<file path="config.mk">
export PLATFORM = sky130hd
export DESIGN_NAME = alu_issue
export DESIGN_NICKNAME = d
export VERILOG_FILES = /design/src/rtl/alu_issue.sv
export SDC_FILE = /design/constraint.sdc
export NUM_CORES = 1
export LEC_CHECK = 0
export CAP_MARGIN = 20
export CELL_PAD_IN_SITES_DETAIL_PLACEMENT = 0
export CELL_PAD_IN_SITES_GLOBAL_PLACEMENT = 2
export CORE_MARGIN = 1.5
export CORE_UTILIZATION = 40
export CTS_CLUSTER_DIAMETER = 120
export CTS_CLUSTER_SIZE = 40
export DETAILED_ROUTE_END_ITERATION = 8
export GPL_ROUTABILITY_DRIVEN = 0
export PLACE_DENSITY = 0.81
export SYNTH_ARGS = -nofsm -noshare
export SYNTH_HDL_FRONTEND = slang
export SYNTH_SLANG_ARGS = --single-unit
</file>
<file path="constraint.sdc">
create_clock -name clock -period 7.21 [get_ports clock]
set_input_delay 1.442 -clock clock [delete_from_list [all_inputs] [get_ports clock]]
set_output_delay 1.442 -clock clock [all_outputs]
set_load 0.01 [all_outputs]
</file>
<file path="src/rtl/alu_issue.sv">
// alu_issue: instruction queue in front of a shift/arith ALU.
// Entries are accepted into a DEPTH-deep FIFO, then issued one per cycle to
// the ALU through registered outputs, gated by an IDLE/RUN/HOLD FSM that
// honours alu_stall. Illegal unit selects are dropped with an error pulse.
// Optional feature macro: ALU_ISSUE_BYPASS_EN (same-edge issue of a push into
// an empty idle queue). Default build has no bypass.
module alu_issue #(
  parameter int DATA_W = 32,
  parameter int DEPTH  = 4
) (
  input  logic              clock,
  input  logic              reset,
  input  logic              in_valid,
  output logic              in_ready,
  input  logic [2:0]        in_opselect,
  input  logic [2:0]        in_operation,
  input  logic [DATA_W-1:0] in_src1,
  input  logic [DATA_W-1:0] in_src2,
  input  logic              alu_stall,
  output logic [DATA_W-1:0] aluin1,
  output logic [DATA_W-1:0] aluin2,
  output logic [2:0]        operation,
  output logic [2:0]        opselect,
  output logic              enable_arith,
  output logic              enable_shift,
  output logic              err_illegal,
  output logic [15:0]       issue_count
);

  localparam int ENTRY_W = 6 + 2 * DATA_W;
  localparam int PTR_W   = $clog2(DEPTH);
  localparam int CNT_W   = PTR_W + 1;

  typedef enum logic [1:0] {
    S_IDLE = 2'b00,
    S_RUN  = 2'b01,
    S_HOLD = 2'b10
  } state_t;

  // Only the shift (000) and arith (001) units exist.
  function automatic logic sel_legal(input logic [2:0] sel);
    sel_legal = (sel == 3'b000) || (sel == 3'b001);
  endfunction

  state_t              state_q, state_d;
  logic [ENTRY_W-1:0]  mem_q [DEPTH];
  logic [ENTRY_W-1:0]  mem_d [DEPTH];
  logic [PTR_W-1:0]    wr_ptr_q, wr_ptr_d;
  logic [PTR_W-1:0]    rd_ptr_q, rd_ptr_d;
  logic [CNT_W-1:0]    count_q, count_d;

  logic [DATA_W-1:0]   aluin1_q, aluin1_d;
  logic [DATA_W-1:0]   aluin2_q, aluin2_d;
  logic [2:0]          operation_q, operation_d;
  logic [2:0]          opselect_q, opselect_d;
  logic                enable_arith_q, enable_arith_d;
  logic                enable_shift_q, enable_shift_d;
  logic                err_illegal_q, err_illegal_d;
  logic [15:0]         issue_count_q, issue_count_d;

  logic                full_s;
  logic                ready_s;
  logic                push_s;
  logic                pop_s;
  logic                bypass_s;
  logic                store_s;
  logic                issue_s;
  logic [ENTRY_W-1:0]  in_entry_s;
  logic [ENTRY_W-1:0]  head_s;
  logic [2:0]          head_sel_s;
  logic [2:0]          iss_sel_s;
  logic [2:0]          iss_op_s;
  logic [DATA_W-1:0]   iss_src1_s;
  logic [DATA_W-1:0]   iss_src2_s;

  // Handshake and pop/issue decisions; no pass-through, so a same-cycle pop
  // never lifts a full queue's ready.
  assign full_s     = (count_q == CNT_W'(DEPTH));
  assign ready_s    = !full_s && !reset;
  assign push_s     = in_valid && ready_s;
  assign pop_s      = (state_q == S_RUN) && !alu_stall;
  assign in_entry_s = {in_opselect, in_operation, in_src1, in_src2};
  assign head_s     = mem_q[rd_ptr_q];
  assign head_sel_s = head_s[ENTRY_W-1 -: 3];

`ifdef ALU_ISSUE_BYPASS_EN
  assign bypass_s = push_s && (count_q == '0) && !alu_stall && sel_legal(in_opselect);
`else
  assign bypass_s = 1'b0;
`endif

  assign store_s    = push_s && !bypass_s;
  assign issue_s    = (pop_s && sel_legal(head_sel_s)) || bypass_s;
  assign iss_sel_s  = bypass_s ? in_opselect  : head_sel_s;
  assign iss_op_s   = bypass_s ? in_operation : head_s[ENTRY_W-4 -: 3];
  assign iss_src1_s = bypass_s ? in_src1      : head_s[2*DATA_W-1 -: DATA_W];
  assign iss_src2_s = bypass_s ? in_src2      : head_s[DATA_W-1:0];

  // Next-state for queue storage, pointers and occupancy.
  always_comb begin
    mem_d    = mem_q;
    wr_ptr_d = wr_ptr_q;
    rd_ptr_d = rd_ptr_q;
    count_d  = count_q;
    if (store_s) begin
      mem_d[wr_ptr_q] = in_entry_s;
      wr_ptr_d        = wr_ptr_q + PTR_W'(1);
    end else begin
      wr_ptr_d = wr_ptr_q;
    end
    if (pop_s) begin
      rd_ptr_d = rd_ptr_q + PTR_W'(1);
    end else begin
      rd_ptr_d = rd_ptr_q;
    end
    case ({store_s, pop_s})
      2'b10:   count_d = count_q + CNT_W'(1);
      2'b01:   count_d = count_q - CNT_W'(1);
      default: count_d = count_q;
    endcase
  end

  // Next-state for the issue registers: load on issue, otherwise hold data and drop strobes.
  always_comb begin
    aluin1_d       = aluin1_q;
    aluin2_d       = aluin2_q;
    operation_d    = operation_q;
    opselect_d     = opselect_q;
    enable_arith_d = 1'b0;
    enable_shift_d = 1'b0;
    issue_count_d  = issue_count_q;
    err_illegal_d  = pop_s && !sel_legal(head_sel_s);
    if (issue_s) begin
      aluin1_d       = iss_src1_s;
      aluin2_d       = iss_src2_s;
      operation_d    = iss_op_s;
      opselect_d     = iss_sel_s;
      enable_arith_d = (iss_sel_s == 3'b001);
      enable_shift_d = (iss_sel_s == 3'b000);
      issue_count_d  = issue_count_q + 16'd1;
    end else begin
      issue_count_d  = issue_count_q;
    end
  end

  // FSM next state: an entry waits one edge in IDLE/HOLD before RUN may pop it.
  always_comb begin
    state_d = state_q;
    case (state_q)
      S_IDLE: begin
        if (count_q != '0) begin
          state_d = alu_stall ? S_HOLD : S_RUN;
        end else begin
          state_d = S_IDLE;
        end
      end
      S_RUN: begin
        if (alu_stall) begin
          state_d = S_HOLD;
        end else if (count_d == '0) begin
          state_d = S_IDLE;
        end else begin
          state_d = S_RUN;
        end
      end
      S_HOLD: begin
        if (alu_stall) begin
          state_d = S_HOLD;
        end else begin
          state_d = S_RUN;
        end
      end
      default: state_d = S_IDLE;
    endcase
  end

  // Control and output registers; reset clears everything asynchronously.
  always_ff @(posedge clock or posedge reset) begin
    if (reset) begin
      state_q        <= S_IDLE;
      wr_ptr_q       <= '0;
      rd_ptr_q       <= '0;
      count_q        <= '0;
      aluin1_q       <= '0;
      aluin2_q       <= '0;
      operation_q    <= 3'b000;
      opselect_q     <= 3'b000;
      enable_arith_q <= 1'b0;
      enable_shift_q <= 1'b0;
      err_illegal_q  <= 1'b0;
      issue_count_q  <= 16'd0;
    end else begin
      state_q        <= state_d;
      wr_ptr_q       <= wr_ptr_d;
      rd_ptr_q       <= rd_ptr_d;
      count_q        <= count_d;
      aluin1_q       <= aluin1_d;
      aluin2_q       <= aluin2_d;
      operation_q    <= operation_d;
      opselect_q     <= opselect_d;
      enable_arith_q <= enable_arith_d;
      enable_shift_q <= enable_shift_d;
      err_illegal_q  <= err_illegal_d;
      issue_count_q  <= issue_count_d;
    end
  end

  // Queue payload storage; contents are don't-care while count is zero, so no reset.
  always_ff @(posedge clock) begin
    mem_q <= mem_d;
  end

  assign in_ready     = ready_s;
  assign aluin1       = aluin1_q;
  assign aluin2       = aluin2_q;
  assign operation    = operation_q;
  assign opselect     = opselect_q;
  assign enable_arith = enable_arith_q;
  assign enable_shift = enable_shift_q;
  assign err_illegal  = err_illegal_q;
  assign issue_count  = issue_count_q;

endmodule

</file>
# Word-level counts from Yosys, hierarchy flattened
# Index checks and enable logic that the tools add are counted.
[word_totals] word_cells=61 regBits=378
[op_classes] eq_ne=6 n_addsub=5 muxes=14 n_lt_le_gt_ge=3 bitwise=2 n_reduce_logical=15
[ops] op="$bwmux W280" count=1
[ops] op="$mux W70" count=3
[ops] op="$bmux W70 S2" count=1
[ops] op="$demux W70 S2" count=1
[ops] op="$add A16 B1 Y16 const B" count=1
[ops] op="$ge A3 B3 Y1 const B" count=2
[ops] op="$logic_and A1 B1 Y1" count=6
[ops] op="$logic_not A3 Y1" count=2
[ops] op="$mux W2" count=3
[ops] op="$not A2 Y3" count=2
[ops] op="$pmux W2 S3" count=1
[ops] op="$pmux W3 S2" count=1
[ops] op="$add A2 B1 Y2 const B" count=2
[ops] op="$eq A2 B1 Y1 const B" count=2
[ops] op="$eq A2 B2 Y1 const B" count=2
[ops] op="$logic_not A1 Y1" count=4
[ops] op="$add A3 B1 Y3 const B" count=1
[ops] op="$eq A3 B1 Y1 const B" count=1
[ops] op="$eq A3 B3 Y1 const B" count=1
[ops] op="$lt A3 B1 Y1 const B" count=1
[ops] op="$mux W1" count=3
[ops] op="$reduce_bool A3 Y1" count=1
[ops] op="$sub A3 B1 Y3 const B" count=1
[ops] op="$logic_not A2 Y1" count=1
[ops] op="$logic_or A1 B1 Y1" count=1

# Depth between registers and ports, before layout
# Gate-level depths: netlist (run 1).
[logic_depth] word_depth=10 depth_mapped=11 ltp_nobuf=11

# Worst setup path before layout (run 1)
# Ideal clock, no wire load.
[synth_path] path_kind="input port to flip-flop" startpoint="input reset" endpoint="register mem_q[0] in the netlist's numbering (enable)" arrival_time_ns=3.573 slack_ns=3.201 t_required_ns=6.774 cell_stages=2 setup_time_ns=0.436 path_buffers=0 path_cell_list="a31oi_1 -> and3_1"
[synth_between] elab_chain_len=3
[synth_rtl] element="start, declared" line="12" text="input logic reset,"
[synth_rtl] element="$logic_not A1 Y1 (no line)"
[synth_rtl] element="$logic_and A1 B1 Y1" line="79" text="assign ready_s = !full_s && !reset;"
[synth_rtl] element="$logic_and A1 B1 Y1" line="80" text="assign push_s = in_valid && ready_s;"
[synth_rtl] element="end signal, assigned" line="210" text="mem_q <= mem_d;"
[synth_rtl] element="end, declared" line="46" text="logic [ENTRY_W-1:0] mem_q [DEPTH];"
# No other way between the ends.
# A chain may end at the register's enable or synchronous reset.

# Final worst setup path (run 1)
[layout_path] startpoint="input reset" endpoint="output in_ready"
[layout_between] elab_chain_len=2
[layout_rtl] element="$logic_not A1 Y1 (no line)"
[layout_rtl] element="$logic_and A1 B1 Y1" line="79"
[layout_rtl] element="end, declared" line="14" text="output logic in_ready,"
# No other way between the ends.

==> results of run 1 <==
## final cells by class
class                      instances  area (µm²)
antenna                            1        2.50
clock buffer                      19         348
clock inverter                     2        25.0
fill                            2970       18100
inverter                           9        36.3
multi-input combinational        358        3020
sequential                       378       10900
tap                              455         569
timing repair buffer             172        1700
## sequential cells by signal, summed over array words and instances (netlist names)
register	count
mem_q	280
aluin1	32
aluin2	32
issue_count	16
count_q	3
operation	3
opselect	3
rd_ptr_q	2
state_q	2
wr_ptr_q	2
enable_arith	1
enable_shift	1
err_illegal	1
## power groups by stage
stage	Sequential [W]	Combinational [W]	Clock [W]
detailed placement	0.00305	0.00149	0
finish	0.00298	0.00146	0.000963
global placement	0.00303	0.00148	0
CTS	0.00300	0.00150	0.00101
floorplan	0.00298	0.000904	0
global route	0.00304	0.00160	0.00107
## through the flow
| step | utilization [%] | cell area (µm²) | hold WS, ps | setup WS (ps) | total power [W] |
|---|---|---|---|---|---|
| floorplan | - | 14100 | 468 | 3200 | 0.00388 |
| CTS | 47.8 | 16600 | 480 | 2760 | 0.00550 |
| detailed placement | 46.8 | 16200 | 461 | 2770 | 0.00454 |
| global placement | 46.8 | 16200 | 459 | 2810 | 0.00452 |
| global route | 47.8 | 16600 | 502 | 2710 | 0.00570 |
| finish | 47.8 | 16600 | 481 | 2820 | 0.00541 |
## critical path, cell delays in order
cell and delay [ps]:
clkdlybuf4s50_1 460, a31oi_1 400, clkdlybuf4s50_1 640
## kinds of logic (layout without fill, tap and decap cells)
| group | after synthesis | count (layout) |
|---|---|---|
| flops | 378 | 378 |
| xor+xnor | 20 | 20 |
| fa+ha+maj | 7 | 7 |
| buf+inv | 41 | 202 |
| other cells | 0 | 1 |
| mux | 70 | 70 |
| compound gates | 8 | 8 |
| simple gates | 253 | 253 |
## worst paths after layout
kind / from / endpoint / slack [ps]
setup / recovery: reset / in_ready / 2820
hold / removal: issue_count[15] / issue_count[15] / 480
setup reg to reg: rd_ptr_q[0] / issue_count[15] / 4190
hold reg to reg: issue_count[15] / issue_count[15] / 480
max in group asynchronous: reset / aluin2[25] / 4570
min in group asynchronous: reset / wr_ptr_q[0] / 1370
## routing by layer
layer | GRT usage [%] | vias up | wire, µm
met5 | 0 | - | 13
met3 | 2.15 | 21 | 1060
li1 | - | 3173 | -
met1 | 20.6 | 3558 | 12100
met2 | 26.6 | 124 | 13700
met4 | 3.21 | 2 | 368
## layout by cell type, fill, tap and decap left out, types with 2 or more instances in the layout
cell             instances
nor4_1                   2
clkbuf_1                 6
dfrtp_4                  2
edfxtp_1               280
ha_1                     6
nor4b_2                  2
and2_1                   5
nor2_1                   4
xnor2_1                 12
xor2_1                   8
nor3_1                   6
mux4_2                  68
inv_1                    8
or2_2                    2
buf_4                    9
dfrtp_1                 96
nand4_1                  2
nand2_1                212
nand3_1                  7
and4_1                   3
clkbuf_16               13
clkdlybuf4s50_1        163
and3_4                   4
==> flow_summary.ini, run 1 <==
[die]
die_w_um = 191
ios = 164
row_count = 68
start_util_pct = 40.7
die_area_um2 = 36400
core_um2 = 34600
die_h_um = 191

[pwr]
p_clk_share_pct = 17.8
p_switching_w = 0.00153
pwr-share-seq_pct = 55.2
leakagePower_nw = 5.95
p_per_area_nw_per_um2 = 327
vdd_drop_max_mv = 0.181
p_comb_share_pct = 27.0
power.internal_w = 0.00388
switching_share_pct = 28.2

[synthesis]
synth_top_family_by_area = multiplexers
yosysTopAreaCell = edfxtp_1
synthXorXnorAreaFrac_pct = 1.24
postSynthAreaPerCell_um2 = 18.1
yosys-mux-area-fraction_pct = 11.0
async_reset_ff_share_pct = 25.9
ys_seq_elements = 378
yosys.area_share.simple_pct = 7.68
ys_top_cells_by_area = edfxtp_1 60%, dfrtp_1 17%, mux4_2 11%, nand2_1 5.6%, xnor2_1 0.75%
yosysSeqAreaShare_pct = 77.1
synth_cells = 777
synth_top_area_share_pct = 59.7
syn_nets = 858
yosys.area_share.adder_pct = 0.675
synthesis.area_um2 = 14100
synthTopCellsByCount = 280 x edfxtp_1, 212 x nand2_1, 98 x dfrtp_1
yosysWarnings = 0
synth.distinct_cells = 36
synth_edf_count = 280
synth-compound-area-share_pct = 0.586
yosys_most_used_dff = edfxtp_1
synth_most_common_cell = edfxtp_1

[global_routing]
grt_pass1_wl_um = 42700
grt_max_degree = 78
antenna_found_initial = 2
grt_pass1_vias = 7320
grt_remaining_overflow = 0
grtUsageTotal_pct = 15.3

[timing]
grt_setup_unrepaired = no
finalCritPeriodShare_pct = 60.8
fin_skew_ps = 30.6
worstMarginPinSlew_ps = 1040
relSlewSlack_pct = 30.9
slew_violations = 0
max_freq_ghz = 0.228
period_minus_slack_ps = 4390
setup_viol = 0
fin_setup_tns_ps = 0
hold_viol = 0

[drt]
drt-total-wl_um = 27300
via_count = 6878
drc = 0
antenna_left = 0
via_per_inst = 4.93
drt_iter0_markers = 299
wl_per_cell_um = 19.6
dr.pass1.iters = 5

[clocking]
clock_sinks = 378
cts-htree-levels = 1
cts_tree = yes
cts_buffers = 13
hold_buffers = 0
clk_pin_slew_ps = 140
ctsResizeCount = 0
ctsLongestPathBuffers = 3
root_buffer = clkbuf_16
clk_latency_ps = 520
post_cts_buffers = 0

[placement]
dp.cells = 1372
hpwlAfterDp_um = 16100
portBuffers = 163

[worst_hold_path]
holdPathStages = 1
hold_class = reg2reg

[flow_run]
drv_cap = 0

[setup_path]
critPathMaxFanout = 6
path_class = in2out
endpoint_kind = primary output
crit_arrival_ps = 2940
reg2reg_depth = 4
worst_setup_path_start_kind = input pin
crit_required_ps = 5770

[final_layout]
layout-drive-gt1-share_pct = 11.6
nets = 1013
area_delta_synth_final_pct = 17.5
instances_no_fill = 1394

[outcome]
outcome = completed
(Power assumes the default switching activity.)
==> inputs of run 2 (changes only) <==
CORE_UTILIZATION = 37   (was 40)
PLACE_DENSITY = 0.78   (was 0.81)
clock period = 3.5 ns   (was 7.21 ns; I/O delays follow)
==> flow_summary.ini, run 2 (synthesized netlist as in run 1, its figures left out) <==
[drt]
wl_per_cell_um = 18.9
via_count = 6912
drc = 0
via_per_inst = 4.76
dr.pass1.iters = 4
drt_iter0_markers = 298
antenna_left = 0
drt-total-wl_um = 27400

[die]
die_w_um = 198
row_count = 71
start_util_pct = 37.5
die_h_um = 198
core_um2 = 37600
ios = 164
die_area_um2 = 39300

[placement]
pre_cts_ws_ps = 213
portBuffers = 163
dp.cells = 1432
placed_area_um2 = 16400
hpwlAfterDp_um = 15400

[final_layout]
final_common_cell = edfxtp_1
fill_cells = 3338
nets = 1017
instances_no_fill = 1453
layout-drive-gt1-share_pct = 12.0
insertedDiodeCount = 0
fin_util_pct = 44.6
top_register = mem_q
final_cell_mix = 280 x edfxtp_1, 212 x nand2_1, 163 x clkdlybuf4s50_1, 96 x dfrtp_1, 68 x mux4_2
largest_register_ff_count = 280
fin_area_um2 = 16700
area_delta_synth_final_pct = 18.8

[timing]
setup_slack_ps = 620
worstMarginPinSlew_ps = 768
finalCritPeriodShare_pct = 82.3
grt_setup_unrepaired = no
max_freq_ghz = 0.347
hold_viol = 0
setup_viol = 0
slew_violations = 0
fin_skew_ps = 22.5
period_minus_slack_ps = 2880
fin_setup_tns_ps = 0
relSlewSlack_pct = 48.8

[setup_path]
crit_required_ps = 2800
path_class = in2out
max_stage_delay_ps = 620
r2r_slack_ps = 840
critPathMaxFanout = 6
worst_setup_path_start_kind = input pin
crit_end = in_ready
crit_start = reset
endpoint_kind = primary output
slowest_stage = clkdlybuf4s50_1
crit_arrival_ps = 2180
cpMostUsedCell = clkdlybuf4s50_1
reg2reg_depth = 11
r2r-start = count_q[0]
path_cells = clkdlybuf4s50_1 -> a31oi_1 -> clkdlybuf4s50_1
r2r-end = state_q[0]

[global_routing]
grt_pass1_wl_um = 42600
grt_remaining_overflow = 0
grt_max_degree = 71
grt_pass1_vias = 7232
antenna_found_initial = 1
grtUsageTotal_pct = 14.3

[pwr]
leakagePower_nw = 6.00
p_per_area_nw_per_um2 = 668
vdd_drop_max_mv = 0.442

[worst_hold_path]
hold_class = reg2reg
hp-start = issue_count[15]

[clocking]
hold_buffers = 0
cts_buffers = 13
ctsResizeCount = 0
cts-htree-levels = 1
ctsLongestPathBuffers = 3
cts_tree = yes
clk_latency_ps = 510
post_cts_buffers = 0
clk_pin_slew_ps = 130
root_buffer = clkbuf_16
clock_sinks = 378

[outcome]
outcome = completed

[flow_run]
drv_cap = 0
[run 2: how the worst min path moves through the flow]
stage,end,depth (start not counted)
floorplan,state_q[0],1
global placement,issue_count[15],1
detailed placement,aluin1[19],2
CTS,issue_count[15],1
global route,issue_count[15],1
finish,issue_count[15],1
[run 2: metal layers]
layer,track usage [%],up-vias,part of all wire (%)
met5,0,-,0
met4,2.80,0,1.4
met3,2.50,21,4.6
met2,24.2,122,49
met1,19.5,3584,45
li1,-,3185,-
[run 2: stage by stage]
step | hold WS [ps] | total power, W
4_1_cts | 484 | 0.0114
6_report | 482 | 0.0112
2_1_floorplan | 468 | 0.00800
3_5_place_dp | 461 | 0.00940
3_3_place_gp | 458 | 0.00936
5_1_grt | 491 | 0.0118
[run 2: critical path, delay by kind of cell]
family / cells / cell delay [ps]
AO/OA/AOI/OAI: 1 / 390
buffers and inverters: 2 / 1080
[run 2: area by class of cell]
type	instances	area, µm²	area share, %
Sequential cell	378	10900	64.9
Clock buffer	19	348	2.08
Clock inverter	2	25.0	0.149
Tap cell	511	639	3.82
Timing Repair Buffer	176	1820	10.8
Inverter	9	36.3	0.217
Multi-Input combinational cell	358	3020	18.0
[run 2: power breakdown]
group / leakage [nW] / switching [W] / total (W) / internal (W)
clock: 0.179 / 0.00128 / 0.00200 / 0.000726
combinational: 2.02 / 0.00145 / 0.00317 / 0.00172
sequential: 3.80 / 0.000425 / 0.00602 / 0.00560
total: 6.00 / 0.00316 / 0.0112 / 0.00804
==> patch, RTL diff (config.mk and constraints of run 2) <==
Reset style: synchronous (`reset`), changed in one clocked block. Comments in the files are not updated.
--- a/src/rtl/alu_issue.sv
+++ b/src/rtl/alu_issue.sv
@@ -177,3 +177,3 @@
   // Control and output registers; reset clears everything asynchronously.
-  always_ff @(posedge clock or posedge reset) begin
+  always_ff @(posedge clock) begin
     if (reset) begin
Function: differs if reset is asserted again (counterexample within 4 cycles, from zero or initial values and one cycle with reset high); with reset held inactive, the same outputs for 4 cycles.
==> patch against run 2 <==
  * Setup slack better by 150 ps
  * Routed wire length grew 2.7%
  * Largest cell class unchanged
  * Fmax increased by 5.5%
  * Clock skew grew 7.9 ps
  * Sequential cell count did not move
  * Final area down 1.4%
  * Area after synthesis decreased by 1.6%
Power is not compared: it rests on default switching activity, and its combinational part moved more than twofold at a synthesized area within 25%.
==> patch: results (changes against run 2) <==
outcome=complete, no violations (unchanged); met2 wire len=14400 um (was 13500 um); slowest CP cell=clkdlybuf4s50_1 (unchanged); hold path depth=2 (was 1); Clock Latency Late Sink=roughly 520 ps; GRT Util Overall=14.7% (was 14.3%); Metal-1 WL=12300 um (about the same); post-CTS setup buffer count=0 (unchanged); Ys Warns=0 (unchanged); Largest Register=mem_q (unchanged); initial antenna violation count=1 (unchanged); first-pass GRT wire length=43400 um (was 42600 um); Post-synth ARST share=0% (was 25.9%); # diodes=0 (unchanged); met2 usage=26.4% (was 24.2%); xor/xnor share of the synthesized area=0.442% (was 1.24%); CP max stage delay=490 ps (was 620 ps); crit path to=state_q[0]$_SDFF_PP0_ (was in_ready); syn nets=900 (was 858); origin of the critical flop-to-flop path=count_q[0]$_SDFF_PP0_ (was count_q[0]$_DFF_PP0_); layout cell share with drive strength beyond 1=12.0% (about the same); final-stage net count=1053 (was 1017); commonest cells in the netlist=edfxtp_1, nand2_1, dfxtp_1 (was edfxtp_1, nand2_1, dfrtp_1); Post-Synth Adder-Cell Area=0.685% (was 0.675%); fill cell count=3296 (was 3338); worst path arrival time=3150 ps (was 2180 ps); Vias=7321 (was 6912); Top Layer Used=met5 (was met4); synth top area cells=edfxtp_1, dfxtp_1, mux4_2, nand2_1, a21oi_1 (was edfxtp_1, dfrtp_1, mux4_2, nand2_1, xnor2_1); post-synthesis mux area share=11.2% (was 11.0%); largest net degree at the start of global routing=53 (was 71); setup slack, reg-to-reg=860 ps (was 840 ps); clk_skew=30.4 ps (was 22.5 ps); PostCTS Resize Cnt=0 (unchanged); Synth Area in Compound Gates=4.36% (was 0.586%); CP max FO=3 (was 6); Max clock buf depth=3 (unchanged); CP top delay family=compound AO/OA/AOI/OAI gates (was buffers and inverters); vias in the first global route=7398 (was 7232); count of different cell masters after synthesis=42 (was 36); placed cell area=0.0161 mm^2 (was 0.0164 mm^2); hold crit path type=register to register (unchanged); DRT iter0 DRCs=415 (was 298); detailed placement HPWL=16900 um (was 15400 um); worst-margin pin slew=763 ps (was 768 ps); Total Wirelength=28200 um (was 27400 um); part of the Yosys area used for sequential elements=74.7% (was 77.1%); met3 usage=2.26% (was 2.50%); Reg clk slew, reported paths=150 ps (was 130 ps); Reg2Reg Depth=9 (was 11); CP startpoint=in_valid (was reset); WL met3=1090 um (was 1270 um); met1 usage=19.1% (was 19.5%)
-- patch: worst register-to-register path: cells and delay by family (launching register included) --
kind | cells | cell delay (ps)
simple gates | 1 | 110
compound gates | 3 | 890
flops | 1 | 440
xor+xnor | 2 | 380
fa+ha+maj | 2 | 640
buf+inv | 1 | 80
-- patch: power breakdown --
group,total (W),internal (W),switching (W),leakage [nW]
Clock,0.00199,0.000720,0.00127,0.179
Combinational,0.000419,0.000213,0.000206,1.47
Sequential,0.00495,0.00491,0.0000358,3.34
-- patch: area by class of cell --
cell class,count,share of cell area [%]
Tap cell,468,3.54
Clock buffer,18,2.08
Multi-Input combinational cell,388,19.7
Timing Repair Buffer,183,11.5
Inverter,8,0.182
Sequential cell,378,62.8
Clock inverter,3,0.174
-- patch: per-stage QoR --
step / total power (W) / cells / hold slack, ps / setup slack (ps) / util (%)
global route: 0.00763 / 1446 / 485 / 562 / 44.9
floorplan: 0.00526 / 819 / 481 / 404 / -
finish: 0.00735 / 1446 / 462 / 770 / 44.9
CTS: 0.00748 / 1446 / 465 / 773 / 44.9
detailed placement: 0.00548 / 1425 / 446 / 173 / 43.9
global placement: 0.00546 / 1425 / 442 / 270 / 43.9
-- patch: worst min path at each step --
stage / startpoint / endpoint
finish: aluin1[23]$_SDFFE_PP0P_ / aluin1[23]$_SDFFE_PP0P_
CTS: aluin1[13]$_SDFFE_PP0P_ / aluin1[13]$_SDFFE_PP0P_
global placement: aluin2[12]$_SDFFE_PP0P_ / aluin2[12]$_SDFFE_PP0P_
global route: aluin1[23]$_SDFFE_PP0P_ / aluin1[23]$_SDFFE_PP0P_
detailed placement: aluin1[13]$_SDFFE_PP0P_ / aluin1[13]$_SDFFE_PP0P_
floorplan: aluin1[0]$_SDFFE_PP0P_ / aluin1[0]$_SDFFE_PP0P_
